[config.mk]
export PLATFORM = sky130hd
export DESIGN_NAME = uart_stream_bridge
export DESIGN_NICKNAME = d
export VERILOG_FILES = /design/src/rtl/uart_bridge_pkg.sv /design/src/rtl/uart_bridge_skid.sv /design/src/rtl/uart_stream_bridge.sv
export SDC_FILE = /design/constraint.sdc
export NUM_CORES = 1
export LEC_CHECK = 0
export CORE_AREA = 3 3 94 96
export CTS_CLUSTER_SIZE = 16
export DETAILED_ROUTE_END_ITERATION = 8
export DIE_AREA = 0 0 97 99
export SLEW_MARGIN = 20
export SYNTH_ARGS = -nofsm -noshare
export SYNTH_HDL_FRONTEND = slang
export SYNTH_HIERARCHICAL = 1
export SYNTH_SLANG_ARGS = --single-unit
export TNS_END_PERCENT = 30
[constraint.sdc]
create_clock -name clk -period 4.03 [get_ports clk]
set_input_delay 1.0075 -clock clk [delete_from_list [all_inputs] [get_ports clk]]
set_output_delay 1.0075 -clock clk [all_outputs]
set_load 0.02 [all_outputs]
[src/rtl/uart_bridge_pkg.sv]
// Shared types and sizes for the UART stream bridge: FSM state encodings and
// skid-buffer geometry.
package uart_bridge_pkg;

   localparam int BYTE_W     = 8;
   localparam int SKID_DEPTH = 2;
   localparam int OCC_W      = $clog2(SKID_DEPTH + 1);

   typedef enum logic [1:0] {
      TX_IDLE,
      TX_WR,
      TX_WAIT
   } tx_state_e;

   typedef enum logic [1:0] {
      RX_IDLE,
      RX_RD,
      RX_LAT
   } rx_state_e;

endpackage

[src/rtl/uart_bridge_skid.sv]
// Two-entry valid/ready skid buffer with registered outputs. Entry 0 is always
// the head, so m_data comes straight from a flop and only moves on a pop.
module uart_bridge_skid
   import uart_bridge_pkg::*;
(
   input  logic              clk,
   input  logic              rst,
   input  logic              s_valid,
   input  logic [BYTE_W-1:0] s_data,
   output logic              m_valid,
   output logic [BYTE_W-1:0] m_data,
   input  logic              m_ready,
   output logic [OCC_W-1:0]  occ
);

   logic [BYTE_W-1:0] mem_q [SKID_DEPTH];
   logic [BYTE_W-1:0] mem_d [SKID_DEPTH];
   logic [OCC_W-1:0]  occ_q, occ_d;
   logic              pop;

   assign pop = (occ_q != '0) && m_ready;

   always_comb begin
      mem_d = mem_q;
      occ_d = occ_q;
      if (pop) begin
         mem_d[0] = mem_q[1];
         occ_d    = occ_q - 1'b1;
      end
      // The write slot is chosen after the pop, so push+pop at full is legal.
      if (s_valid && occ_d != OCC_W'(SKID_DEPTH)) begin
         if (occ_d == '0) begin
            mem_d[0] = s_data;
         end else begin
            mem_d[1] = s_data;
         end
         occ_d = occ_d + 1'b1;
      end
   end

   always_ff @(posedge clk or posedge rst) begin
      if (rst) begin
         occ_q <= '0;
         for (int i = 0; i < SKID_DEPTH; i++) begin
            mem_q[i] <= '0;
         end
      end else begin
         occ_q <= occ_d;
         for (int i = 0; i < SKID_DEPTH; i++) begin
            mem_q[i] <= mem_d[i];
         end
      end
   end

   assign m_valid = (occ_q != '0);
   assign m_data  = mem_q[0];
   assign occ     = occ_q;

endmodule

[src/rtl/uart_stream_bridge.sv]
// Valid/ready byte-stream adapter onto the UART_IP tx_flag/rx_flag FIFO interface.
// Optional RX idle-timeout pulse is built only when UART_BRIDGE_TIMEOUT_EN is defined.
module uart_stream_bridge
   import uart_bridge_pkg::*;
#(
   parameter int RD_LAT      = 1,
   parameter int TIMEOUT_CYC = 1024,
   parameter int CNT_W       = 16
)(
   input  logic              clk,
   input  logic              rst,
   input  logic              s_tx_valid,
   input  logic [BYTE_W-1:0] s_tx_data,
   output logic              s_tx_ready,
   input  logic              tx_fifo_full,
   output logic              tx_flag,
   output logic [BYTE_W-1:0] TBR_o,
   input  logic              rx_fifo_empty,
   output logic              rx_flag,
   input  logic [BYTE_W-1:0] RBR_i,
   output logic              m_rx_valid,
   output logic [BYTE_W-1:0] m_rx_data,
   input  logic              m_rx_ready,
   output logic [CNT_W-1:0]  tx_count,
   output logic [CNT_W-1:0]  rx_count,
   output logic              rx_timeout
);

   localparam int LAT_W = 2;

   tx_state_e         tx_state_q, tx_state_d;
   logic              tx_flag_q, tx_flag_d;
   logic [BYTE_W-1:0] tbr_q, tbr_d;
   logic [CNT_W-1:0]  tx_count_q, tx_count_d;

   rx_state_e         rx_state_q, rx_state_d;
   logic              rx_flag_q, rx_flag_d;
   logic [LAT_W-1:0]  lat_q, lat_d;
   logic [CNT_W-1:0]  rx_count_q, rx_count_d;
   logic              push;
   logic [OCC_W-1:0]  occ;

   // Ready is masked during reset so every output reads 0 while rst is high.
   assign s_tx_ready = !rst && (tx_state_q == TX_IDLE) && !tx_fifo_full;

   always_comb begin
      tx_state_d = tx_state_q;
      tbr_d      = tbr_q;
      tx_flag_d  = 1'b0;
      tx_count_d = tx_count_q;
      case (tx_state_q)
         TX_IDLE: begin
            if (s_tx_valid && s_tx_ready) begin
               tx_state_d = TX_WR;
               tbr_d      = s_tx_data;
               tx_flag_d  = 1'b1;
            end
         end
         TX_WR: begin
            tx_state_d = TX_WAIT;
            tx_count_d = tx_count_q + 1'b1;
         end
         TX_WAIT: tx_state_d = TX_IDLE;
         default: tx_state_d = TX_IDLE;
      endcase
   end

   always_ff @(posedge clk or posedge rst) begin
      if (rst) begin
         tx_state_q <= TX_IDLE;
         tx_flag_q  <= 1'b0;
         tbr_q      <= '0;
         tx_count_q <= '0;
      end else begin
         tx_state_q <= tx_state_d;
         tx_flag_q  <= tx_flag_d;
         tbr_q      <= tbr_d;
         tx_count_q <= tx_count_d;
      end
   end

   // A read starts only with a free skid slot, and only one is ever in flight.
   always_comb begin
      rx_state_d = rx_state_q;
      rx_flag_d  = 1'b0;
      lat_d      = lat_q;
      push       = 1'b0;
      case (rx_state_q)
         RX_IDLE: begin
            if (!rx_fifo_empty && occ < OCC_W'(SKID_DEPTH)) begin
               rx_state_d = RX_RD;
               rx_flag_d  = 1'b1;
            end
         end
         RX_RD: begin
            rx_state_d = RX_LAT;
            lat_d      = '0;
         end
         RX_LAT: begin
            if (lat_q == LAT_W'(RD_LAT - 1)) begin
               push       = 1'b1;
               rx_state_d = RX_IDLE;
            end else begin
               lat_d = lat_q + 1'b1;
            end
         end
         default: rx_state_d = RX_IDLE;
      endcase
   end

   always_comb begin
      rx_count_d = rx_count_q;
      if (m_rx_valid && m_rx_ready) begin
         rx_count_d = rx_count_q + 1'b1;
      end
   end

   always_ff @(posedge clk or posedge rst) begin
      if (rst) begin
         rx_state_q <= RX_IDLE;
         rx_flag_q  <= 1'b0;
         lat_q      <= '0;
         rx_count_q <= '0;
      end else begin
         rx_state_q <= rx_state_d;
         rx_flag_q  <= rx_flag_d;
         lat_q      <= lat_d;
         rx_count_q <= rx_count_d;
      end
   end

   uart_bridge_skid u_skid (
      .clk     (clk),
      .rst     (rst),
      .s_valid (push),
      .s_data  (RBR_i),
      .m_valid (m_rx_valid),
      .m_data  (m_rx_data),
      .m_ready (m_rx_ready),
      .occ     (occ)
   );

`ifdef UART_BRIDGE_TIMEOUT_EN
   localparam int IDLE_W = $clog2(TIMEOUT_CYC + 1);

   logic [IDLE_W-1:0] idle_cnt_q, idle_cnt_d;
   logic              armed_q, armed_d;
   logic              rx_timeout_q, rx_timeout_d;

   // Armed by each push and disarmed by the pulse: one timeout per burst.
   always_comb begin
      idle_cnt_d   = idle_cnt_q;
      armed_d      = armed_q;
      rx_timeout_d = 1'b0;
      if (push) begin
         idle_cnt_d = '0;
         armed_d    = 1'b1;
      end else if (armed_q && rx_fifo_empty && rx_state_q == RX_IDLE) begin
         idle_cnt_d = idle_cnt_q + 1'b1;
         if (idle_cnt_d == IDLE_W'(TIMEOUT_CYC)) begin
            rx_timeout_d = 1'b1;
            armed_d      = 1'b0;
         end
      end
   end

   always_ff @(posedge clk or posedge rst) begin
      if (rst) begin
         idle_cnt_q   <= '0;
         armed_q      <= 1'b0;
         rx_timeout_q <= 1'b0;
      end else begin
         idle_cnt_q   <= idle_cnt_d;
         armed_q      <= armed_d;
         rx_timeout_q <= rx_timeout_d;
      end
   end

   assign rx_timeout = rx_timeout_q;
`else
   assign rx_timeout = 1'b0 & (TIMEOUT_CYC != 0);
`endif

   assign tx_flag  = tx_flag_q;
   assign TBR_o    = tbr_q;
   assign tx_count = tx_count_q;
   assign rx_flag  = rx_flag_q;
   assign rx_count = rx_count_q;

endmodule

Word level (Yosys, flattened, before mapping)
Cells that the tools add are included.

word-level totals
  register bits after elaboration = 66
  output and inout bits = 53
  word-level logic and storage cells = 64

operators by class
  add/subtract/negate cells = 5
  $lt $le $gt $ge = 1
  equal/unequal tests = 8
  mux-type cells = 19
  bitwise operators = 1
  reduce and logical (&&, ||, !) cells = 19

operators with widths
  kind                     number
  $add A16 B1 Y16 const B  2
  $mux W8                  3
  $mux W16                 1
  $mux W2                  6
  $logic_not A2 Y1         4
  $ne A2 B2 Y1 const B     4
  $pmux W2 S2              2
  $reduce_and A2 Y1        4
  $logic_and A1 B1 Y1      6
  $mux W1                  6
  $pmux W2 S3              1
  $add A2 B1 Y2 const B    2
  $eq A2 B1 Y1 const B     2
  $reduce_bool A2 Y1       2
  $logic_not A1 Y1         3
  $eq A2 B2 Y1 const B     1
  $lt A2 B2 Y1 const B     1
  $ne A2 B1 Y1 const B     1
  $sub A2 B1 Y2 const B    1
  $not A1 Y1               1

Longest topological paths before layout
Gate-level depths: netlist of run 1.

  depth after elaboration = 6
  mapped depth = 12
  mapped depth without buffers = 10

By module
The synthesis of run 1 kept the hierarchy.

modules (own cells, without submodules)
  module              instances  cells an instance  area an instance (µm²)
  uart_stream_bridge  1          166                2040.7
  uart_bridge_skid    1          106                1142.3

Worst setup path before layout of run 1
OpenSTA, ideal clock, no wires.

  path type = input -> register
  start point = input m_rx_ready
  end point = register u_skid.mem_q (netlist bit u_skid/m_data[0])
  setup time = 0.138 ns
  data arrival time = 2.710 ns
  data required time = 3.892 ns
  setup slack = 1.182 ns
  cell stages on the path = 10
  path buffers = 2
  path through = nand2b_4 buf_1 a21oi_1 inv_1 ha_1 nand2b_1 buf_2 a2111oi_4 mux2i_1 mux2i_1

RTL lines
  what                             RTL line                  RTL
  from (decl)                      uart_stream_bridge.sv:23  input logic m_rx_ready,
  to (signal, indexed assignment)  uart_bridge_skid.sv:50    mem_q[i] <= mem_d[i];
  to (decl)                        uart_bridge_skid.sv:16    logic [BYTE_W-1:0] mem_q [SKID_DEPTH];

Worst setup path in the final report of run 1
  start point = input rst
  end point = output s_tx_ready

between the ends
  cells in the longest elaborated chain, start to end = 3

RTL lines
  what                               RTL line                  RTL
  from (decl)                        uart_stream_bridge.sv:11  input logic rst,
  $logic_not A1 Y1 (no line)         --
  $logic_and A1 B1 Y1 (2 in series)  uart_stream_bridge.sv:44  assign s_tx_ready = !rst && (tx_state_q == TX_IDLE) && !tx_fifo_full;
  to (decl)                          uart_stream_bridge.sv:14  output logic s_tx_ready,

No other way between the ends.

==> run summary, run 1 <==
The tools report the pin count of the biggest net entering global routing as 49. The run gives 0 as the DRC violation count after routing. Layout cell share with drive strength beyond 1: 12.8%. The worst ir drop on vdd is 0.000335 V. Counting flops and latches in the post-synthesis netlist gives 66.

All-layer global routing usage: 13.9%. The total number of vias is 2,225, and the worst-path maximum fanout is 3. The relative slew slack was 43.7%; the slew at the pin with the worst max-slew slack was 0.844 ns. After Yosys synthesis, and, or, nand and nor cells account for 16.0% of the synthesized area. Setup violations remaining at the end of the flow were counted as 0.

From synthesis to final layout, the design area changed by 30.1%. Ratio of final minimum period to clock period: 86.0%. The flow ran to the end, and the final reports show no timing, DRC or antenna violations. The tools report the maximum number of buffers from clock root to sink as 2. The die is 99 um tall. The first detailed-routing pass took 4 iterations. Across the run, the number of max-cap violations was 0. Effective utilization at floorplan: 39.1%. In this run the clock root is driven by a clkbuf_8. Data on the critical path is required at its endpoint by 3.02 ns. The count of nets left with antenna violations once routing finished came out at 0. Dividing the detail-routed wire length by the instance count gives 14.1 um. Summing the areas of all xor and xnor instances in the mapped netlist gives 9.04% of the synthesized area.

The multiplexer area fraction after synthesis is 11.1%. The number of different library cells in the post-synthesis netlist came out at 40. Sequential cells were found to cover 51.9% of the synthesized design area.

The row count is 33, and the clock net sink count is 66. Measured on the finished design, the core utilization comes to 50.9%. The area after detailed placement was 3940 um2.

Together, buffers and inverters on the worst path number 2. The hold violation count in the final report was 0. TritonCTS built the clock tree. The detailed-route vias per instance is 4.96, and the clock skew after layout is 0.0148 ns.

After Yosys synthesis, full adders, half adders and majority gates account for 1.97% of the synthesized area. In this run, CTS created clock tree buffers numbering 9. The tools report the core outline area as 8130 um2. The number of hold buffers added after CTS is 0, and the reported leakage power is 0.00181 uW. The overflow left after global routing was 0. The number of antenna violations at the first check in global routing is 0. The startpoint kind of the worst setup timing path was an input pin. Yosys printed 6 warnings. The run gives 2,262 as the number of global-route vias before repair.

Summed over all layers, the routed wires come to 6.34 mm. The first global-routing pass estimated 10.9 mm of wire. Setup repair after global routing left no endpoint under its margin. The number of setup buffers added after CTS is 0. The cell area that synthesis handed to floorplanning was 3180 um2. Synthesis produced a netlist with a net count of 299.

The worst path in the final design needs a cycle of 3.47 ns, including I/O delays and setup. The run gives 0.761 as the routability-driven placement congestion ratio. The total of fill cells in the finished design came out at 737.

STA classifies the critical path endpoint as a primary output. In the layout the commonest cells are 73 x clkdlybuf4s50_1, 66 x dfrtp_1, 23 x nor2_1, 23 x xnor2_1, 17 x nand2_1. The die outline width is 97 um. By area, the combinational part of the netlist is dominated by simple AND/OR/NAND/NOR gates.

The library cell used most frequently in the layout, excluding fill and tap cells, is clkdlybuf4s50_1. The logs give 4140 um2 for the post-route cell area and 0 ns for the setup TNS after final layout. For the number of antenna repair diodes, the log shows 0. The largest individual stage delay along the critical path comes from the cell clkdlybuf4s50_1. For this design the ratio of total power to cell area is 624 nW/um2.

The class of the tightest hold or removal check is flop to flop. The signal on the critical path passes through clkdlybuf4s50_1 > nor4_2 > clkdlybuf4s50_1. The floorplan step defined a die boundary enclosing 9600 um2. Summing the areas of all compound-gate instances in the mapped netlist gives 4.72% of the synthesized area. The logs give 0 for the post-CTS resize count and 367 for the post-layout net count. The iteration-0 DRC count of the detailed router was 48.

After legalization and detailed placement, the total HPWL measured 4.53 mm. The tools report the synthesized instance count as 272. The tools report the data arrival time of the critical path as 2.46 ns.

The fmax was 289 MHz. Post-synthesis area per instance: 11.7 um2. On the critical path the largest part of the delay comes from buffers and inverters. The H-tree generated during clock tree synthesis spans 3 levels. The critical path is of the input pin to primary output type. Clock-pin slew was measured on the worst setup and hold paths at 0.07 ns. The clock reaches the later pin of the worst-skew pair after 0.33 ns. For the max-slew violation total from the final report, the log shows 0. 75 I/O pins were placed. Port buffering added 73 buffers. The largest single stage delay on the critical path is 0.67 ns. The most prevalent standard cell on the critical path was clkdlybuf4s50_1.
[layout make-up]
| cell class | count | area, um2 | area share [%] |
|---|---|---|---|
| clock buffers | 13 | 169 | 4.08 |
| well taps | 105 | 131 | 3.17 |
| flip-flops and latches | 66 | 1650 | 39.9 |
| inverters | 12 | 46.3 | 1.12 |
| multi-input cells | 177 | 1370 | 33.1 |
| repair buffers | 74 | 738 | 17.8 |
| clock inverters | 2 | 35.0 | 0.846 |
[flip-flops by register name (all words and copies together), names as in the netlist, 8 cells and up]
signal	count
tx_count	16
rx_count	16
TBR_o	8
u_skid/mem_q	8
u_skid/m_data	8
[logic make-up after synthesis]
logic type | after synthesis
AND/OR/NAND/NOR | 91
flip-flops | 66
XOR/XNOR | 32
multiplexers | 30
buffers and inverters | 29
AO/OA/AOI/OAI | 18
adder cells (fa/ha/maj) | 5
other | 1
[path summary, 6_finish.rpt]
check,startpoint,end,slack (ns),cells after the start
max reg2reg,u_skid/occ[0]$_DFF_PP0_,u_skid/m_data[3]$_DFF_PP0_,0.65,10
min,tx_count[15]$_DFFE_PP0N_,tx_count[15]$_DFFE_PP0N_,0.47,1
max,rst,s_tx_ready,0.56,3
min reg2reg,tx_count[15]$_DFFE_PP0N_,tx_count[15]$_DFFE_PP0N_,0.47,1
min in group asynchronous,rst,u_skid/m_data[5]$_DFF_PP0_,1.21,2
max in group asynchronous,rst,rx_count[13]$_DFFE_PP0P_,2.30,2
[metal layers]
layer | routed length (um) | track usage [%]
met5 | 0 | 0
met4 | 59 | 4.86
met3 | 248 | 3.11
met2 | 2920 | 21.5
met1 | 3110 | 19.3
[Yosys cell counts]
cell | n | area [um2]
nand3_1 | 12 | 60.1
nor2b_1 | 3 | 18.8
a21oi_1 | 5 | 25.0
buf_1 | 1 | 3.75
nand4_1 | 4 | 25.0
and2_1 | 2 | 12.5
nor3_1 | 7 | 35.0
clkbuf_1 | 3 | 11.3
o21a_1 | 1 | 7.51
and3_1 | 8 | 50.1
xor2_1 | 8 | 70.1
nand3b_1 | 1 | 7.51
a211o_1 | 1 | 8.76
and3b_1 | 1 | 8.76
conb_1 | 1 | 3.75
inv_1 | 12 | 45.0
nor2_1 | 23 | 86.3
xnor2_1 | 23 | 201
nor3b_2 | 1 | 12.5
mux2i_1 | 11 | 110
nand4b_4 | 1 | 23.8
and4_1 | 3 | 26.3
o31ai_1 | 2 | 15.0
a2111oi_4 | 2 | 55.1
buf_4 | 10 | 75.1
nand2b_1 | 1 | 6.26
nand4b_1 | 1 | 8.76
dfrtp_1 | 66 | 1650
ha_1 | 5 | 62.6
nand2b_4 | 2 | 27.5
mux2_2 | 11 | 124
buf_6 | 2 | 22.5
nand2_1 | 17 | 63.8
buf_2 | 1 | 5.00
o21ai_0 | 6 | 30.0
mux2_4 | 8 | 120
nor4_2 | 2 | 25.0
o32ai_1 | 1 | 8.76
xnor2_2 | 1 | 16.3
nor4_1 | 2 | 12.5
[through the flow]
stage	setup slack, ns	std cells	total power (uW)	hold WS [ns]
floorplan	1.18	272	1710	0.450
global placement	0.422	434	2010	0.460
detailed placement	0.308	434	2040	0.463
CTS	0.531	449	2610	0.477
global route	0.366	449	2750	0.504
finish	0.564	449	2580	0.472
[where the power goes]
group	leakage, uW	internal, uW	switching [uW]
Clock	0.000106	333	235
Combinational	0.000849	513	482
Sequential	0.000853	834	189
Total	0.00181	1680	905
No activity file was read; power rests on OpenSTA's default activity.
==> run 2: changes to the inputs <==
- SLEW_MARGIN: 20 -> unset
==> run summary, run 2 (synthesis gave the netlist of run 1 again) <==
The max-slew violation total from the final report was 0 (unchanged). For the iteration-0 DRC count of the detailed router, the log shows 48 (unchanged). The worst setup path is of the input pin to primary output kind. For the pin count of the biggest net entering global routing, the log shows 49 (unchanged). The run gives 3.02 ns (about the same) as the data required time at the worst endpoint.

The post-layout net count came out at 367 (unchanged). For the post-CTS resize count, the log shows 0 (unchanged). The total number of vias is 2,225 (unchanged), and the number of global-route vias before repair is 2,262 (unchanged). Post-synthesis to final-layout area growth: 30.0% (about the same). The post-layout minimum cycle time came out at 3.46 ns (-0.00359 ns). The final setup violation count came out at 0 (unchanged).

The class of the tightest hold or removal check is flop to flop. The core outline area is 8130 um2 (unchanged). The sequential power share was 39.6% (about the same). Leaving out fill and tap cells, the most frequent cell in the layout is clkdlybuf4s50_1. Setup TNS after final layout: 0 ns (unchanged).

The tools report the overflow left after global routing as 0 (unchanged). The reported max-cap violation count was 0 (unchanged); the layout cell share with drive strength beyond 1 was 12.8% (unchanged). The run gives 32.3% (-11 points) as the relative slew slack. The total power divided by cell area came out at 624 nW/um2 (about the same). The data arrival time of the critical path is 2.45 ns (about the same). The logs give 0 (unchanged) for the number of hold buffers added after CTS and 33 (unchanged) for the row count. The logs give 3 (unchanged) for the number of levels in the clock H-tree and 4 (unchanged) for the first-pass detailed-route iteration total. The worst ir drop on vdd was 0.000335 V (unchanged); the vertical die dimension was 99 um (unchanged). The net switching fraction of the power was 35.0% (about the same). The number of nets with antenna violations after detailed routing is 0 (unchanged). On the critical path, the stage with the largest delay is an instance of clkdlybuf4s50_1. The tools report the number of antenna violations at the first check in global routing as 0 (unchanged).

The CTS buffer count is 9 (unchanged), and the maximum number of buffers from clock root to sink is 2 (unchanged). The ratio of final minimum period to clock period works out to 85.9% (-0.089 points). TritonCTS built the clock tree. Number of antenna repair diodes: 0 (unchanged).

The run gives 0.33 ns (about the same) as the clock insertion delay at the later pin of the skew report. The worst-path maximum fanout was 3 (unchanged); the clock net sink count was 66 (unchanged). The worst setup path is captured at a primary output. For the I/O pin count, the log shows 75 (unchanged). The highest cell delay on the worst timing path works out to 0.67 ns (about the same).

The hold violation count in the final report came out at 0 (unchanged). For the DRC violation count after routing, the log shows 0 (unchanged). The most prevalent standard cell on the critical path is clkdlybuf4s50_1.

The die outline width is 97 um (unchanged). Setup repair after global routing left no endpoint under its margin. The tools report the total net switching power as 905 uW (about the same). The die outline area was 9600 um2 (unchanged). The startpoint kind of the worst setup timing path is an input pin.

The part of the power in the clock network is 21.9% (about the same), and the routability-driven placement congestion ratio is 0.761 (unchanged). The clock tree root buffer cell was clkbuf_8. The fmax was 289 MHz (+0.10%). The count of input and output buffers was 73 (unchanged); the slew at the pin with the worst max-slew slack was 1.01 ns (+0.170 ns). The number of setup buffers added after CTS is 0 (unchanged), and the CTS clock-pin slew for the worst setup and hold paths is 0.07 ns (about the same). The tools report the part of the power in combinational logic as 38.5% (about the same). The logs give 0.00181 uW (about the same) for the reported leakage power and 0.0148 ns (unchanged) for the clock skew after layout.

The tools report the final HPWL from detailed placement as 4.53 mm (unchanged). The wire length per cell after detailed routing is 14.1 um (about the same). The flow ran to the end, and the final reports show no timing, DRC or antenna violations.

The top cell types in the final layout, fill and taps aside, are 73 x clkdlybuf4s50_1, 66 x dfrtp_1, 23 x nor2_1, 23 x xnor2_1, 17 x nand2_1. Traced cell by cell, the critical path runs through clkdlybuf4s50_1 > nor4_2 > clkdlybuf4s50_1. For the internal power, the log shows 1680 uW (about the same).

For the smallest hold slack, the log shows 0.472 ns (unchanged). The effective utilization at floorplan was 39.1% (unchanged). The run gives 10.9 mm (unchanged) as the global-route wire length before repair. The final wirelength came out at 6.34 mm (about the same). For the all-layer global routing usage, the log shows 13.9% (unchanged). The detailed-route vias per instance is 4.96 (unchanged).
==> run 2: routing by layer <==
| layer | share of wire, % | vias to the layer above | track usage (%) |
|---|---|---|---|
| li1 | - | 1052 | - |
| met1 | 49 | 1121 | 19.3 |
| met2 | 46 | 46 | 21.5 |
| met3 | 3.9 | 6 | 3.11 |
| met4 | 0.93 | 0 | 4.86 |
| met5 | 0 | - | 0 |
==> run 2: area by class of cell <==
class	count	area, um2
inverter	12	45.0
timing repair buffer	74	738
clock inverter	2	35.0
multi-input combinational	177	1370
clock buffer	13	169
sequential	66	1650
tap	105	131
fill	737	4000
==> run 2: critical path, delay by kind of cell <==
kind / cells / cell delay (ns)
and+or+nand+nor: 1 / 0.31
buffers and inverters: 2 / 1.14
==> run 2: final timing paths <==
| path | end | from | slack (ns) | cells after the start |
|---|---|---|---|---|
| max in group asynchronous | rx_count[13]$_DFFE_PP0P_ | rst | 2.08 | 2 |
| worst max register to register | u_skid/m_data[3]$_DFF_PP0_ | u_skid/occ[0]$_DFF_PP0_ | 0.65 | 10 |
| worst min-delay path | tx_count[15]$_DFFE_PP0N_ | tx_count[15]$_DFFE_PP0N_ | 0.47 | 1 |
| worst min register to register | tx_count[15]$_DFFE_PP0N_ | tx_count[15]$_DFFE_PP0N_ | 0.47 | 1 |
| worst max-delay path | s_tx_ready | rst | 0.57 | 3 |
| min in group asynchronous | u_skid/m_data[5]$_DFF_PP0_ | rst | 1.21 | 2 |
==> run 2: power by group through the flow <==
| stage | Clock (uW) | Sequential (uW) | Combinational (uW) |
|---|---|---|---|
| finish | 567 | 1020 | 994 |
| global route | 621 | 1050 | 1080 |
| CTS | 586 | 1020 | 1000 |
| detailed placement | 0 | 1030 | 1000 |
| global placement | 0 | 1030 | 981 |
| floorplan | 0 | 1060 | 648 |
==> run 2: stage by stage <==
stage | instances | power [uW] | worst slack (ns) | instance area [um2] | util, %
after floorplan | 272 | 1710 | 1.18 | 3180 | -
after global placement | 434 | 2010 | 0.422 | 3940 | 48.4
after detailed placement | 434 | 2040 | 0.308 | 3940 | 48.4
after CTS | 449 | 2610 | 0.531 | 4140 | 50.9
after global routing | 449 | 2750 | 0.366 | 4140 | 50.9
final | 449 | 2580 | 0.568 | 4140 | 50.9
==> edit (flow settings as in run 1) <==
Encoding of `rx_state_e`: now one-hot (3 bits for 3 states).
--- a/src/rtl/uart_bridge_pkg.sv
+++ b/src/rtl/uart_bridge_pkg.sv
@@ -14,6 +14,6 @@
 
-   typedef enum logic [1:0] {
-      RX_IDLE,
-      RX_RD,
-      RX_LAT
+   typedef enum logic [2:0] {
+      RX_IDLE = 3'b001,
+      RX_RD   = 3'b010,
+      RX_LAT  = 3'b100
    } rx_state_e;
Formal check against the unedited RTL: no difference found for any inputs over 10 cycles, from zero or initial values and one cycle with rst high; not proved beyond that.
==> edit against run 1 <==
Synthesized area is 3.3% higher. Sequential cell count grew 1. Setup slack about the same. Non-clock buffer count is the same. Wire length up 0.99%. Power is 10% lower. Combinational power fell by 14%. Cell area grew 1.8%. Critical path type unchanged. Critical endpoint unchanged. Largest power group unchanged.
==> edit: results (changes against run 1) <==
| Metric | Value |
|---|---|
| Post-Syn Nets | 311 (was 299) |
| Syn Inst Count | 284 (was 272) |
| Sw power | 0.834 mW (was 0.905 mW) |
| Register area share after synthesis | 51.0% (was 51.9%) |
| Global-route wire length before repair | 11000 µm (was 10900 µm) |
| Share of cells above drive strength 1 | 14.0% (was 12.8%) |
| Clock skew | 0.0110 ns (was 0.0148 ns) |
| Leakage power | 1.85 nW (was 1.81 nW) |
| Netlist cell types | 48 (was 40) |
| Largest net degree at the start of global routing | 50 (was 49) |
| IO Port Bufs | 73 (unchanged) |
| Vias per inst | 4.81 (was 4.96) |
| Post-CTS Repair Setup Buffers | 0 (unchanged) |
| Peak supply drop | 0.243 mV (was 0.335 mV) |
| Placed Area | 4050 µm² (was 3940 µm²) |
| Post-Layout Cell Count | 462 (was 449) |
| Tot GR Track Use | 14.2% (was 13.9%) |
| Number of global-route vias before repair | 2181 (was 2262) |
| Critical path's slowest cell | clkdlybuf4s50_1 (unchanged) |
| Initial DRT Pass Iterations | 4 (unchanged) |
| Placer Congestion | 0.730 (was 0.761) |
| Nets@finish | 380 (was 367) |
| Inst Count DP | 447 (was 434) |
| Outcome | finished, final reports clean (unchanged) |
| Routed wire per std cell | 13.9 µm (was 14.1 µm) |
| HPWL Detailed | 4660 µm (was 4530 µm) |
| Post-synth top cells | dfrtp_1, nor2_1, nand2_1 (was dfrtp_1, nor2_1, xnor2_1) |
| Least-Margin Pin Slew | 0.845 ns (was 0.844 ns) |
| Iter 0 DRT Violations | 50 (was 48) |
| Fill count | 717 (was 737) |
| Pre-CTS setup slack | 0.379 ns (was 0.308 ns) |
| Ranking of synthesized cells by area | dfrtp_1, mux2_4, xnor2_1, mux2i_1, nor2_1 (was dfrtp_1, xnor2_1, mux2_2, mux2_4, mux2i_1) |
edit: changes by cell type in the layout (fill, tap and decap cells not counted), sizes merged, moves of 2 or more:
cell	change
and3	-2
nor2b	-2
nor3	+3
xnor2	-3
nand2	+8
clkinvlp	+2
xor2	+3
inv	-3
nor2	+4
nand2b	+3
nand3	-2
clkbuf	-3
clkinv	+3
edit: metrics by stage:
stage	power [mW]	util (%)
2_1_floorplan	1.55	-
3_3_place_gp	1.84	49.7
3_5_place_dp	1.86	49.7
4_1_cts	2.35	51.8
5_1_grt	2.48	51.8
6_report	2.32	51.8
edit: power by group through the flow:
stage          Sequential, mW  Clock [mW]  Combinational, mW
2_1_floorplan            1.04           0              0.514
3_3_place_gp            0.993           0              0.850
3_5_place_dp            0.999           0              0.860
4_1_cts                 0.990       0.501              0.861
5_1_grt                  1.01       0.537              0.929
6_report                0.987       0.482              0.852
edit: layout make-up:
class	count	area share (%)
flip-flops and latches	67	39.8
well taps	105	3.12
inverters	10	0.920
clock buffers	10	3.27
repair buffers	74	17.5
clock inverters	5	0.713
multi-input cells	191	34.6
edit: final timing paths:
kind / startpoint / endpoint / slack [ns] / depth (start not counted)
max: rst / s_tx_ready / 0.56 / 3
min reg2reg: rx_count[15]$_DFFE_PP0P_ / rx_count[15]$_DFFE_PP0P_ / 0.47 / 1
max reg2reg: u_skid/occ[0]$_DFF_PP0_ / u_skid/m_data[3]$_DFF_PP0_ / 0.75 / 10
min: rx_count[15]$_DFFE_PP0P_ / rx_count[15]$_DFFE_PP0P_ / 0.47 / 1
max in group asynchronous: rst / rx_count[0]$_DFFE_PP0P_ / 2.30 / 2
min in group asynchronous: rst / u_skid/mem_q[5]$_DFFE_PP0P_ / 1.21 / 2
edit: worst max-delay path: cells and delay by family:
family | cells | cell delay [ns]
buf+inv | 2 | 1.15
simple gates | 1 | 0.31
edit: cells by family (layout without fill, tap and decap cells):
family / Yosys count / in the layout / synth area share [%]
AND/OR/NAND/NOR: 104 / 104 / 17.4
flip-flops: 67 / 67 / 51.0
XOR/XNOR: 32 / 32 / 8.75
multiplexers: 29 / 29 / 11.3
buffers and inverters: 26 / 99 / 4.60
AO/OA/AOI/OAI: 20 / 20 / 4.91
adder cells (fa/ha/maj): 5 / 5 / 1.90
other: 1 / 1 / 0.114
edit: routing by layer:
metal  vias up  share of wire (%)  global-route usage (%)
li1       1093                  -                       -
met1      1063                 49                    18.9
met2        57                 44                    21.5
met3         7                5.5                    4.74
met4         0               0.95                    5.18
met5         -                  0                       0
